### config.mk
export PLATFORM = sky130hd
export DESIGN_NAME = deflect_port_allocator_flat
export DESIGN_NICKNAME = d
export VERILOG_FILES = /design/src/rtl/deflect_port_allocator_pkg.sv /design/src/rtl/deflect_port_allocator_if.sv /design/src/rtl/deflect_port_allocator_age_rank_sorter.sv /design/src/rtl/deflect_port_allocator.sv /design/src/flat_wrapper.sv
export SDC_FILE = /design/constraint.sdc
export NUM_CORES = 1
export LEC_CHECK = 0
export CORE_AREA = 3 3 202 204
export CTS_BUF_LIST = sky130_fd_sc_hd__clkbuf_8
export CTS_CLUSTER_DIAMETER = 100
export CTS_CLUSTER_SIZE = 40
export DETAILED_ROUTE_END_ITERATION = 7
export DIE_AREA = 0 0 205 207
export HOLD_SLACK_MARGIN = 0.02
export PLACE_DENSITY = 0.73
export SLEW_MARGIN = 5
export SYNTH_ARGS = -nofsm -noshare
export SYNTH_HDL_FRONTEND = slang
export SYNTH_HIERARCHICAL = 1
export SYNTH_SLANG_ARGS = --single-unit
export TNS_END_PERCENT = 100
### constraint.sdc
create_clock -name clk -period 9.76 [get_ports clk]
set_input_delay 0.976 -clock clk [delete_from_list [all_inputs] [get_ports clk]]
set_output_delay 0.976 -clock clk [all_outputs]
set_load 0.005 [all_outputs]
### src/rtl/deflect_port_allocator_pkg.sv
// rtl/deflect_port_allocator_pkg.sv - shared constants, types and helpers for the deflection port allocator
package deflect_port_allocator_pkg;

  localparam int PORT_W     = 0;
  localparam int PORT_E     = 1;
  localparam int PORT_S     = 2;
  localparam int PORT_N     = 3;
  localparam int PORT_LOCAL = 4;
  localparam int NUM_PORT   = 5;
  localparam int NUM_IN     = 4;

  localparam int FLIT_DATA_W = 32;
  localparam int FLIT_AGE_W  = 6;
  localparam int DEFL_CNT_W  = 16;

  // Source tag for an output port: 0..3 network inputs, 4 the local injection flit
  localparam logic [2:0] SRC_INJ = 3'd4;

  typedef struct packed {
    logic [2:0] port;
    logic       defl;
  } pick_t;

  // age + 1, saturating at the largest value a width-bit field can hold
  function automatic int unsigned ageSatInc(input int unsigned age, input int width);
    int unsigned maxAge;
    maxAge = (32'd1 << width) - 32'd1;
    return (age >= maxAge) ? maxAge : age + 32'd1;
  endfunction

  // Eject if allowed, else lowest free productive network port, else lowest free network port.
  // The caller guarantees at least one network port is still free.
  function automatic pick_t pickPort(input logic [4:0] prod, input logic [4:0] freeMask);
    pick_t       p;
    logic [3:0]  cand;
    p    = '0;
    cand = prod[3:0] & freeMask[3:0];
    if (prod[PORT_LOCAL] && freeMask[PORT_LOCAL]) begin
      p.port = 3'(PORT_LOCAL);
    end else if (cand != 4'b0000) begin
      for (int j = 3; j >= 0; j--) if (cand[j]) p.port = 3'(j);
    end else begin
      p.defl = 1'b1;
      for (int j = 3; j >= 0; j--) if (freeMask[j]) p.port = 3'(j);
    end
    return p;
  endfunction

endpackage

### src/rtl/deflect_port_allocator_if.sv
// rtl/deflect_port_allocator_if.sv - flit input, injection and registered output bundle
interface deflect_port_allocator_if #(
  parameter int DATA_W = 32,
  parameter int AGE_W  = 6,
  parameter int CNT_W  = 16
);
  logic [3:0]          in_valid;
  logic [4*AGE_W-1:0]  in_age;
  logic [4*5-1:0]      in_prod;
  logic [4*DATA_W-1:0] in_data;
  logic                inj_req;
  logic [4:0]          inj_prod;
  logic [DATA_W-1:0]   inj_data;
  logic                inj_ack;
  logic [4:0]          out_valid;
  logic [5*AGE_W-1:0]  out_age;
  logic [5*DATA_W-1:0] out_data;
  logic [3:0]          out_deflect;
  logic [CNT_W-1:0]    defl_cnt;
  logic                defl_clr;

  modport master (
    output in_valid, in_age, in_prod, in_data, inj_req, inj_prod, inj_data, defl_clr,
    input  inj_ack, out_valid, out_age, out_data, out_deflect, defl_cnt
  );

  modport slave (
    input  in_valid, in_age, in_prod, in_data, inj_req, inj_prod, inj_data, defl_clr,
    output inj_ack, out_valid, out_age, out_data, out_deflect, defl_cnt
  );
endinterface

### src/rtl/deflect_port_allocator_age_rank_sorter.sv
// rtl/deflect_port_allocator_age_rank_sorter.sv - oldest-first rank order of the four input flits
module age_rank_sorter #(
  parameter int AGE_W = 6
) (
  input  logic [3:0]            valid,
  input  logic [3:0][AGE_W-1:0] age,
  input  logic [1:0]            rrPtr,
  output logic [3:0][1:0]       order
);

  logic [3:0][2:0] rankPos;
  logic [3:0][1:0] rotIdx;
  logic            jWins;

  // Each flit's rank is the number of flits beating it: valid first, older first, then rotated index
  always_comb begin
    rankPos = '0;
    order   = '0;
    jWins   = 1'b0;
    for (int i = 0; i < 4; i++) rotIdx[i] = 2'(i) - rrPtr;
    for (int i = 0; i < 4; i++) begin
      for (int j = 0; j < 4; j++) begin
        if (j != i) begin
          if (valid[j] != valid[i])    jWins = valid[j];
          else if (age[j] != age[i])   jWins = (age[j] > age[i]);
          else                         jWins = (rotIdx[j] < rotIdx[i]);
          if (jWins) rankPos[i] = rankPos[i] + 3'd1;
        end
      end
    end
    for (int i = 0; i < 4; i++) order[rankPos[i][1:0]] = 2'(i);
  end

endmodule

### src/rtl/deflect_port_allocator.sv
// rtl/deflect_port_allocator.sv - oldest-first output port allocation with deflection, one registered stage
module deflect_port_allocator
  import deflect_port_allocator_pkg::*;
#(
  parameter int DATA_W = FLIT_DATA_W,
  parameter int AGE_W  = FLIT_AGE_W,
  parameter int CNT_W  = DEFL_CNT_W
) (
  input logic clk,
  input logic rst_n,
  deflect_port_allocator_if.slave bus
);

  logic [3:0][AGE_W-1:0]          ageIn;
  logic [3:0][4:0]                prodIn;
  logic [3:0][DATA_W-1:0]         dataIn;
  logic [3:0][1:0]                rankOrder;
  logic [1:0]                     rrPtr;
  logic [NUM_PORT-1:0]            freeMask;
  logic [NUM_PORT-1:0]            portHit;
  logic [NUM_PORT-1:0][2:0]       portSrc;
  logic [3:0]                     portDefl;
  pick_t                          pick;
  logic                           injAck;
  logic [NUM_PORT-1:0][AGE_W-1:0] nxtAge;
  logic [NUM_PORT-1:0][DATA_W-1:0] nxtData;
  logic [2:0]                     deflPop;
  logic [2:0]                     validPop;
  logic [CNT_W:0]                 cntSum;
  logic [NUM_PORT-1:0]            outValidQ;
  logic [NUM_PORT-1:0][AGE_W-1:0] outAgeQ;
  logic [NUM_PORT-1:0][DATA_W-1:0] outDataQ;
  logic [3:0]                     outDeflQ;
  logic [CNT_W-1:0]               deflCntQ;

  // Split the flat input buses into per-flit fields
  always_comb begin
    for (int i = 0; i < 4; i++) begin
      ageIn[i]  = bus.in_age[i*AGE_W +: AGE_W];
      prodIn[i] = bus.in_prod[i*5 +: 5];
      dataIn[i] = bus.in_data[i*DATA_W +: DATA_W];
    end
  end

  age_rank_sorter #(.AGE_W(AGE_W)) uSorter (
    .valid (bus.in_valid),
    .age   (ageIn),
    .rrPtr (rrPtr),
    .order (rankOrder)
  );

  // Walk flits in rank order against the free-port mask; injection goes last so it never displaces a flit
  always_comb begin
    freeMask = '1;
    portHit  = '0;
    portSrc  = '0;
    portDefl = '0;
    pick     = '0;
    injAck   = 1'b0;
    for (int k = 0; k < 4; k++) begin
      if (bus.in_valid[rankOrder[k]]) begin
        pick                = pickPort(prodIn[rankOrder[k]], freeMask);
        freeMask[pick.port] = 1'b0;
        portHit[pick.port]  = 1'b1;
        portSrc[pick.port]  = {1'b0, rankOrder[k]};
        if (pick.defl) portDefl[pick.port[1:0]] = 1'b1;
      end
    end
    injAck = rst_n && bus.inj_req && (freeMask[3:0] != 4'b0000);
    if (injAck) begin
      pick                = pickPort(bus.inj_prod, freeMask);
      freeMask[pick.port] = 1'b0;
      portHit[pick.port]  = 1'b1;
      portSrc[pick.port]  = SRC_INJ;
      if (pick.defl) portDefl[pick.port[1:0]] = 1'b1;
    end
  end

  // Select age (incremented, saturating) and payload for every port that won a flit
  always_comb begin
    for (int p = 0; p < NUM_PORT; p++) begin
      nxtAge[p]  = '0;
      nxtData[p] = '0;
      if (portHit[p]) begin
        if (portSrc[p] == SRC_INJ) begin
          nxtAge[p]  = AGE_W'(ageSatInc(32'd0, AGE_W));
          nxtData[p] = bus.inj_data;
        end else begin
          nxtAge[p]  = AGE_W'(ageSatInc(32'(ageIn[portSrc[p][1:0]]), AGE_W));
          nxtData[p] = dataIn[portSrc[p][1:0]];
        end
      end
    end
  end

  // Count deflections and valid inputs this cycle, and form the unsaturated counter sum
  always_comb begin
    deflPop  = '0;
    validPop = '0;
    for (int j = 0; j < 4; j++) begin
      deflPop  = deflPop + 3'(portDefl[j]);
      validPop = validPop + 3'(bus.in_valid[j]);
    end
    cntSum = {1'b0, deflCntQ} + (CNT_W+1)'(deflPop);
  end

  // Output stage, tie pointer and saturating deflection counter
  always_ff @(posedge clk or negedge rst_n) begin
    if (!rst_n) begin
      outValidQ <= '0;
      outAgeQ   <= '0;
      outDataQ  <= '0;
      outDeflQ  <= '0;
      deflCntQ  <= '0;
      rrPtr     <= '0;
    end else begin
      outValidQ <= portHit;
      outAgeQ   <= nxtAge;
      outDataQ  <= nxtData;
      outDeflQ  <= portDefl;
      if (validPop >= 3'd2) rrPtr <= rrPtr + 2'd1;
      if (bus.defl_clr)      deflCntQ <= '0;
      else if (cntSum[CNT_W]) deflCntQ <= '1;
      else                   deflCntQ <= cntSum[CNT_W-1:0];
    end
  end

  assign bus.inj_ack     = injAck;
  assign bus.out_valid   = outValidQ;
  assign bus.out_age     = outAgeQ;
  assign bus.out_data    = outDataQ;
  assign bus.out_deflect = outDeflQ;
  assign bus.defl_cnt    = deflCntQ;

endmodule

### src/flat_wrapper.sv
// flat-port wrapper written by rule: the top's interface ports become plain ports
module deflect_port_allocator_flat import deflect_port_allocator_pkg::*;
#(
  parameter int DATA_W = FLIT_DATA_W,
  parameter int AGE_W  = FLIT_AGE_W,
  parameter int CNT_W  = DEFL_CNT_W
)
  (clk, rst_n, bus_in_valid, bus_in_age, bus_in_prod, bus_in_data, bus_inj_req, bus_inj_prod, bus_inj_data, bus_defl_clr, bus_inj_ack, bus_out_valid, bus_out_age, bus_out_data, bus_out_deflect, bus_defl_cnt);
  deflect_port_allocator_if #(.DATA_W(DATA_W), .AGE_W(AGE_W), .CNT_W(CNT_W)) bus_i ();
  input logic clk;
  input logic rst_n;
  input wire logic [$bits(bus_i.in_valid)-1:0] bus_in_valid;
  input wire logic [$bits(bus_i.in_age)-1:0] bus_in_age;
  input wire logic [$bits(bus_i.in_prod)-1:0] bus_in_prod;
  input wire logic [$bits(bus_i.in_data)-1:0] bus_in_data;
  input wire logic [$bits(bus_i.inj_req)-1:0] bus_inj_req;
  input wire logic [$bits(bus_i.inj_prod)-1:0] bus_inj_prod;
  input wire logic [$bits(bus_i.inj_data)-1:0] bus_inj_data;
  input wire logic [$bits(bus_i.defl_clr)-1:0] bus_defl_clr;
  output wire logic [$bits(bus_i.inj_ack)-1:0] bus_inj_ack;
  output wire logic [$bits(bus_i.out_valid)-1:0] bus_out_valid;
  output wire logic [$bits(bus_i.out_age)-1:0] bus_out_age;
  output wire logic [$bits(bus_i.out_data)-1:0] bus_out_data;
  output wire logic [$bits(bus_i.out_deflect)-1:0] bus_out_deflect;
  output wire logic [$bits(bus_i.defl_cnt)-1:0] bus_defl_cnt;
  assign bus_i.in_valid = bus_in_valid;
  assign bus_i.in_age = bus_in_age;
  assign bus_i.in_prod = bus_in_prod;
  assign bus_i.in_data = bus_in_data;
  assign bus_i.inj_req = bus_inj_req;
  assign bus_i.inj_prod = bus_inj_prod;
  assign bus_i.inj_data = bus_inj_data;
  assign bus_i.defl_clr = bus_defl_clr;
  assign bus_inj_ack = bus_i.inj_ack;
  assign bus_out_valid = bus_i.out_valid;
  assign bus_out_age = bus_i.out_age;
  assign bus_out_data = bus_i.out_data;
  assign bus_out_deflect = bus_i.out_deflect;
  assign bus_defl_cnt = bus_i.defl_cnt;
  deflect_port_allocator #(.DATA_W(DATA_W), .AGE_W(AGE_W), .CNT_W(CNT_W)) u_core (.clk(clk), .rst_n(rst_n), .bus(bus_i));
endmodule
Yosys cells after proc, flatten, opt, wreduce, memory -nomap -nowiden
Cells that the tools add are included.
{"block": "totals", "ff_bits": 217, "input_bits": 217, "elab_cells": 389}
{"block": "classes", "n_addsub": 23, "magnitude_cmp": 59, "eq_ne": 23, "muxes": 219, "n_bitwise": 26, "n_reduce_logical": 25}
{"cell": "32-bit 2-to-1 mux", "n": 15}
{"cell": "32-bit binary-select mux with 2-bit select", "n": 5}
{"cell": "6-bit 2-to-1 mux", "n": 20}
{"cell": "2-bit 2-to-1 mux", "n": 41}
{"cell": "15-bit 2-to-1 mux", "n": 5}
{"cell": "3-bit 2-to-1 mux", "n": 24}
{"cell": "5-bit 2-to-1 mux", "n": 13}
{"cell": "6-bit binary-select mux with 2-bit select", "n": 5}
{"cell": "6-bit greater-than comparator", "n": 9}
{"cell": "6-bit inequality test", "n": 9}
{"cell": "2-bit by 3-bit < comparator with 1-bit output, second input constant", "n": 17}
{"cell": "1-bit 2-to-1 mux", "n": 50}
{"cell": "15-bit bitwise mux", "n": 3}
{"cell": "3-bit demux with 3-bit select", "n": 5}
{"cell": "5-bit binary-select mux with 2-bit select", "n": 4}
{"cell": "4-bit 2-to-1 mux", "n": 10}
{"cell": "16-bit 2-to-1 mux", "n": 2}
{"cell": "6-bit by 1-bit adder with 6-bit output, second input constant", "n": 5}
{"cell": "6-bit >= comparator, second input constant", "n": 5}
{"cell": "5-bit bitwise OR", "n": 5}
{"cell": "4-bit nonzero test", "n": 6}
{"cell": "4-bit bitwise AND", "n": 5}
{"cell": "3-bit by 4-bit < comparator with 1-bit output, second input constant", "n": 5}
{"cell": "5-bit NOT", "n": 4}
{"cell": "25 further kinds", "n": 103}

Depth between registers and ports, before layout
{"block": "depth", "ltp_word": 97, "ltp_mapped": 41, "depth_no_buf": 38}

Modules after synthesis
The synthesis kept the hierarchy.
{"mod": "deflect_port_allocator", "instances": 1, "cells_each": 1648, "area_per_inst_um2": 15994.1}
{"mod": "age_rank_sorter", "instances": 1, "cells_each": 202, "area_per_inst_um2": 1550.2}

Least setup slack after synthesis
No wires, ideal clock.
{"block": "synth_timing", "kind": "input -> register", "start": "input bus_in_age[15]", "end": "register u_core.deflCntQ[10], in the netlist u_core/bus.defl_cnt[10]", "t_arrival_ns": 9.680, "slack_ns": 0.002, "cell_stages": 39, "n_path_buf": 3, "path_cell_list": "inv_1 > ha_1 > nand4_1 > nor2_1 > nor3_1 > o211a_1 > or2_2 > ha_1 > inv_1 > nand3_2 > o2bb2ai_1 > o21ai_0 > buf_6 > mux4_2 > and2b_4 > a2bb2oi_1 > a31oi_1 > a2bb2oi_4 > [... 3 more ...] > and2_0 > buf_2 > o21ai_1 > nand3_1 > o21ai_1 > a32o_1 > a211oi_1 > a221oi_1 > fa_1 > fa_1 > inv_1 > fa_1 > and4_1 > nand4_1 > nor2_1 > nand3_1 > clkbuf_1 > a21oi_1"}
{"element": "from (decl)", "line_no": "flat_wrapper.sv:13", "text": "input wire logic [$bits(bus_i.in_age)-1:0] bus_in_age;"}
{"element": "to (signal assigned)", "line_no": "deflect_port_allocator.sv:124", "text": "else deflCntQ <= cntSum[CNT_W-1:0];"}
{"element": "to (decl)", "line_no": "deflect_port_allocator.sv:34", "text": "logic [CNT_W-1:0] deflCntQ;"}

==> flow_metrics.py <==
metrics = {
    "run_status": {
        "outcome": "completed",
    },
    "route": {
        "routed_wl_um": 75300,
        "drt_iter0_markers": 1990,
        "dr.pass1.iters": 6,
        "drc": 0,
        "wire_per_inst_um": 25.4,
        "num_vias": 19158,
        "antenna_left": 0,
        "viasPerCell": 6.47,
    },
    "power": {
        "irDropWorstVdd_v": 0.000320,
        "p_leak_nw": 10.6,
        "power_density_nw_per_um2": 361,
    },
    "final_layout": {
        "layout-drive-gt1-share_pct": 20.8,
        "flow.area_growth_from_synthesis_pct": 42.2,
        "nets": 2700,
    },
    "logic_synthesis": {
        "synth_edf_count": 0,
        "yosysTopAreaCell": "dfrtp_1",
        "syn_inst": 1850,
        "async_reset_ff_share_pct": 100,
        "avgSynthCellArea_um2": 9.48,
        "synthDistinctLibCells": 101,
        "ys_ff_latch": 217,
        "synth_common_cells": "nand2_1, dfrtp_1, nand3_1",
        "synth_nets": 2125,
        "yosysMostFrequentCell": "nand2_1",
        "netlist.area_leader.share_pct": 31.0,
        "syn-cell-area_um2": 17500,
        "yosys_most_used_dff": "dfrtp_1",
        "synthTopCellsByArea": "dfrtp_1, mux4_2, mux2i_1",
        "yosys_warnings": 6,
        "seq_area_frac_synth_pct": 31.0,
    },
    "sta": {
        "max_slew_margin_pct": 17.8,
        "tightest_slew_ns": 1.23,
        "post-route-period-util_pct": 97.5,
        "report.final.slew_viol_count": 0,
        "finalSetupTns_ns": 0,
        "setup_violations": 0,
        "layout_setup_ws_ns": 0.244,
        "period_minus_slack_ns": 9.52,
        "finalHoldViolCount": 0,
        "fmax_mhz": 105,
        "finClkSkew_ns": 0.0559,
    },
    "grt": {
        "grt_pass1_vias": 18935,
        "gr-total-overflow": 0,
        "antenna_found_initial": 10,
        "grt_max_degree": 84,
        "grt_pass1_wl_um": 112000,
        "grt_usage_pct": 33.6,
    },
    "setup_path": {
        "worst_setup_path_start_kind": "input pin",
        "worst_ep_arrival_time_ns": 9.96,
        "critPathSlowestCell": "mux4_2",
        "crit_type": "input pin to flop",
        "critPathRequiredTime_ns": 10.21,
        "endpoint_kind": "flop",
        "max_stage_delay_ns": 0.56,
        "path_max_fanout": 7,
        "cpMostUsedCell": "buf_6",
    },
    "clocking": {
        "clockRootBuffer": "clkbuf_8",
        "clk_pin_slew_ns": 0.22,
        "cts_tree": "yes",
        "h-tree-depth": 1,
        "clock-sinks": 217,
        "cts_buffers": 11,
        "clock_latency_ns": 0.54,
        "cts_hold_buf": 0,
        "clk_path_buf_depth": 3,
    },
    "floorplan": {
        "core_area_um2": 39500,
        "initial_core_util_pct": 44.5,
        "dieArea_um2": 42400,
        "io-pin-count": 433,
        "die_w_um": 205,
        "die_h_um": 207,
        "core.rowCount": 73,
    },
    "min_path": {
        "hold_path_class": "input pin to async pin",
    },
    "place": {
        "place_congestion": 0.922,
        "hpwl_um": 54200,
        "port_buffers": 432,
        "place_ws_ns": -0.944,
    },
    "run": {
        "drv_cap": 0,
    },
}
[sequential cells by signal, summed over array words and instances (netlist names)]
signal,count
u_core/bus.out_data,160
u_core/bus.out_age,30
u_core/bus.defl_cnt,16
u_core/bus.out_valid,5
u_core/bus.out_deflect,4
u_core/rrPtr,2
[repair_timing]
action,4_1_cts,5_1_grt
pin swaps,4,44
resized for setup,19,106
cloned,0,0
setup buffers,1,17
endpoints found under the setup margin,15,16
[per-stage QoR]
stage	cells	hold WS, ns	utilization [%]	total power, W	instance area (um2)
after floorplan	1850	0.511	-	0.00542	17500
after global placement	2919	0.565	60.9	0.00809	24000
after detailed placement	2919	0.563	60.9	0.00821	24000
after CTS	2937	0.378	61.8	0.00872	24400
after global routing	2961	0.398	63.2	0.00947	24900
final	2961	0.365	63.2	0.00900	24900
[routing by layer]
layer | global-route usage, % | routed length (um)
met1 | 41.4 | 27200
met2 | 55.8 | 36700
met5 | 0 | 40
met3 | 6.69 | 7560
met4 | 17.2 | 3800
[critical path: cells and delay by family]
family,cells,cell delay (ns)
simple gates,15,2.83
compound gates,12,2.44
fa+ha+maj,5,1.77
buf+inv,8,1.35
mux,1,0.56
[layout by cell type, fill, tap and decap left out, types with 6 or more instances in the layout]
master | Yosys | routed
o211ai_1 | 9 | 9
a211oi_1 | 44 | 39
a32oi_1 | 19 | 19
a22o_1 | 99 | 99
a31oi_1 | 54 | 49
nand2_1 | 282 | 277
mux4_2 | 85 | 87
inv_1 | 55 | 46
xnor2_1 | 8 | 8
and2_2 | 1 | 6
a21oi_1 | 45 | 40
nor3_1 | 21 | 18
nor2b_1 | 12 | 10
dlymetal6s2s_1 | 0 | 22
xor2_1 | 10 | 10
o21a_1 | 20 | 19
nor2_2 | 0 | 6
diode_2 | 0 | 7
a32o_1 | 69 | 68
nor2_1 | 38 | 30
buf_6 | 2 | 10
clkbuf_8 | 0 | 11
o21ai_4 | 0 | 7
inv_2 | 1 | 10
nand4_1 | 13 | 13
and2_1 | 61 | 56
and3_1 | 16 | 16
ha_1 | 54 | 46
dfrtp_1 | 217 | 217
nand3_1 | 164 | 162
buf_4 | 1 | 251
mux2i_1 | 115 | 114
nand2b_1 | 13 | 12
clkdlybuf4s50_1 | 0 | 409
o21ai_1 | 7 | 6
o211a_1 | 7 | 7
o21ai_0 | 29 | 21
ha_4 | 0 | 7
[worst paths after layout]
check | start | end | slack (ns) | depth (start not counted)
worst min register to register | u_core/rrPtr[0] | u_core/rrPtr[0] | 0.59 | 1
worst min-delay path | rst_n | u_core/bus.out_data[126] | 0.36 | 1
worst max-delay path | bus_in_age[5] | u_core/bus.defl_cnt[14] | 0.24 | 41
max in group asynchronous | rst_n | u_core/bus.out_age[12] | 7.91 | 2
min in group clk | u_core/rrPtr[0] | u_core/rrPtr[0] | 0.59 | 1
worst max register to register | u_core/rrPtr[1] | u_core/bus.defl_cnt[14] | 0.90 | 37
[logic make-up after synthesis]
family                   Yosys count  share of synthesized area (%)
buffers and inverters            191                           4.41
multiplexers                     207                           18.1
AO/OA/AOI/OAI                    497                           23.1
adder cells (fa/ha/maj)           61                           4.50
AND/OR/NAND/NOR                  659                           18.0
XOR/XNOR                          18                          0.899
flip-flops                       217                           31.0
[where the power goes]
part / switching (W) / total [W] / internal, W
registers: 0.000144 / 0.00138 / 0.00124
clock network: 0.000334 / 0.000464 / 0.000130
logic: 0.00398 / 0.00716 / 0.00318
total: 0.00446 / 0.00900 / 0.00455
[final cells by class]
cell class	instances	area, um2
clock buffers	11	151
repair buffers	697	6460
inverters	56	210
fillers	3254	14500
well taps	525	657
clock inverters	6	106
diodes	7	17.5
flip-flops and latches	217	5430
multi-input cells	1442	11900
No activity file was read; power rests on OpenSTA's default activity.
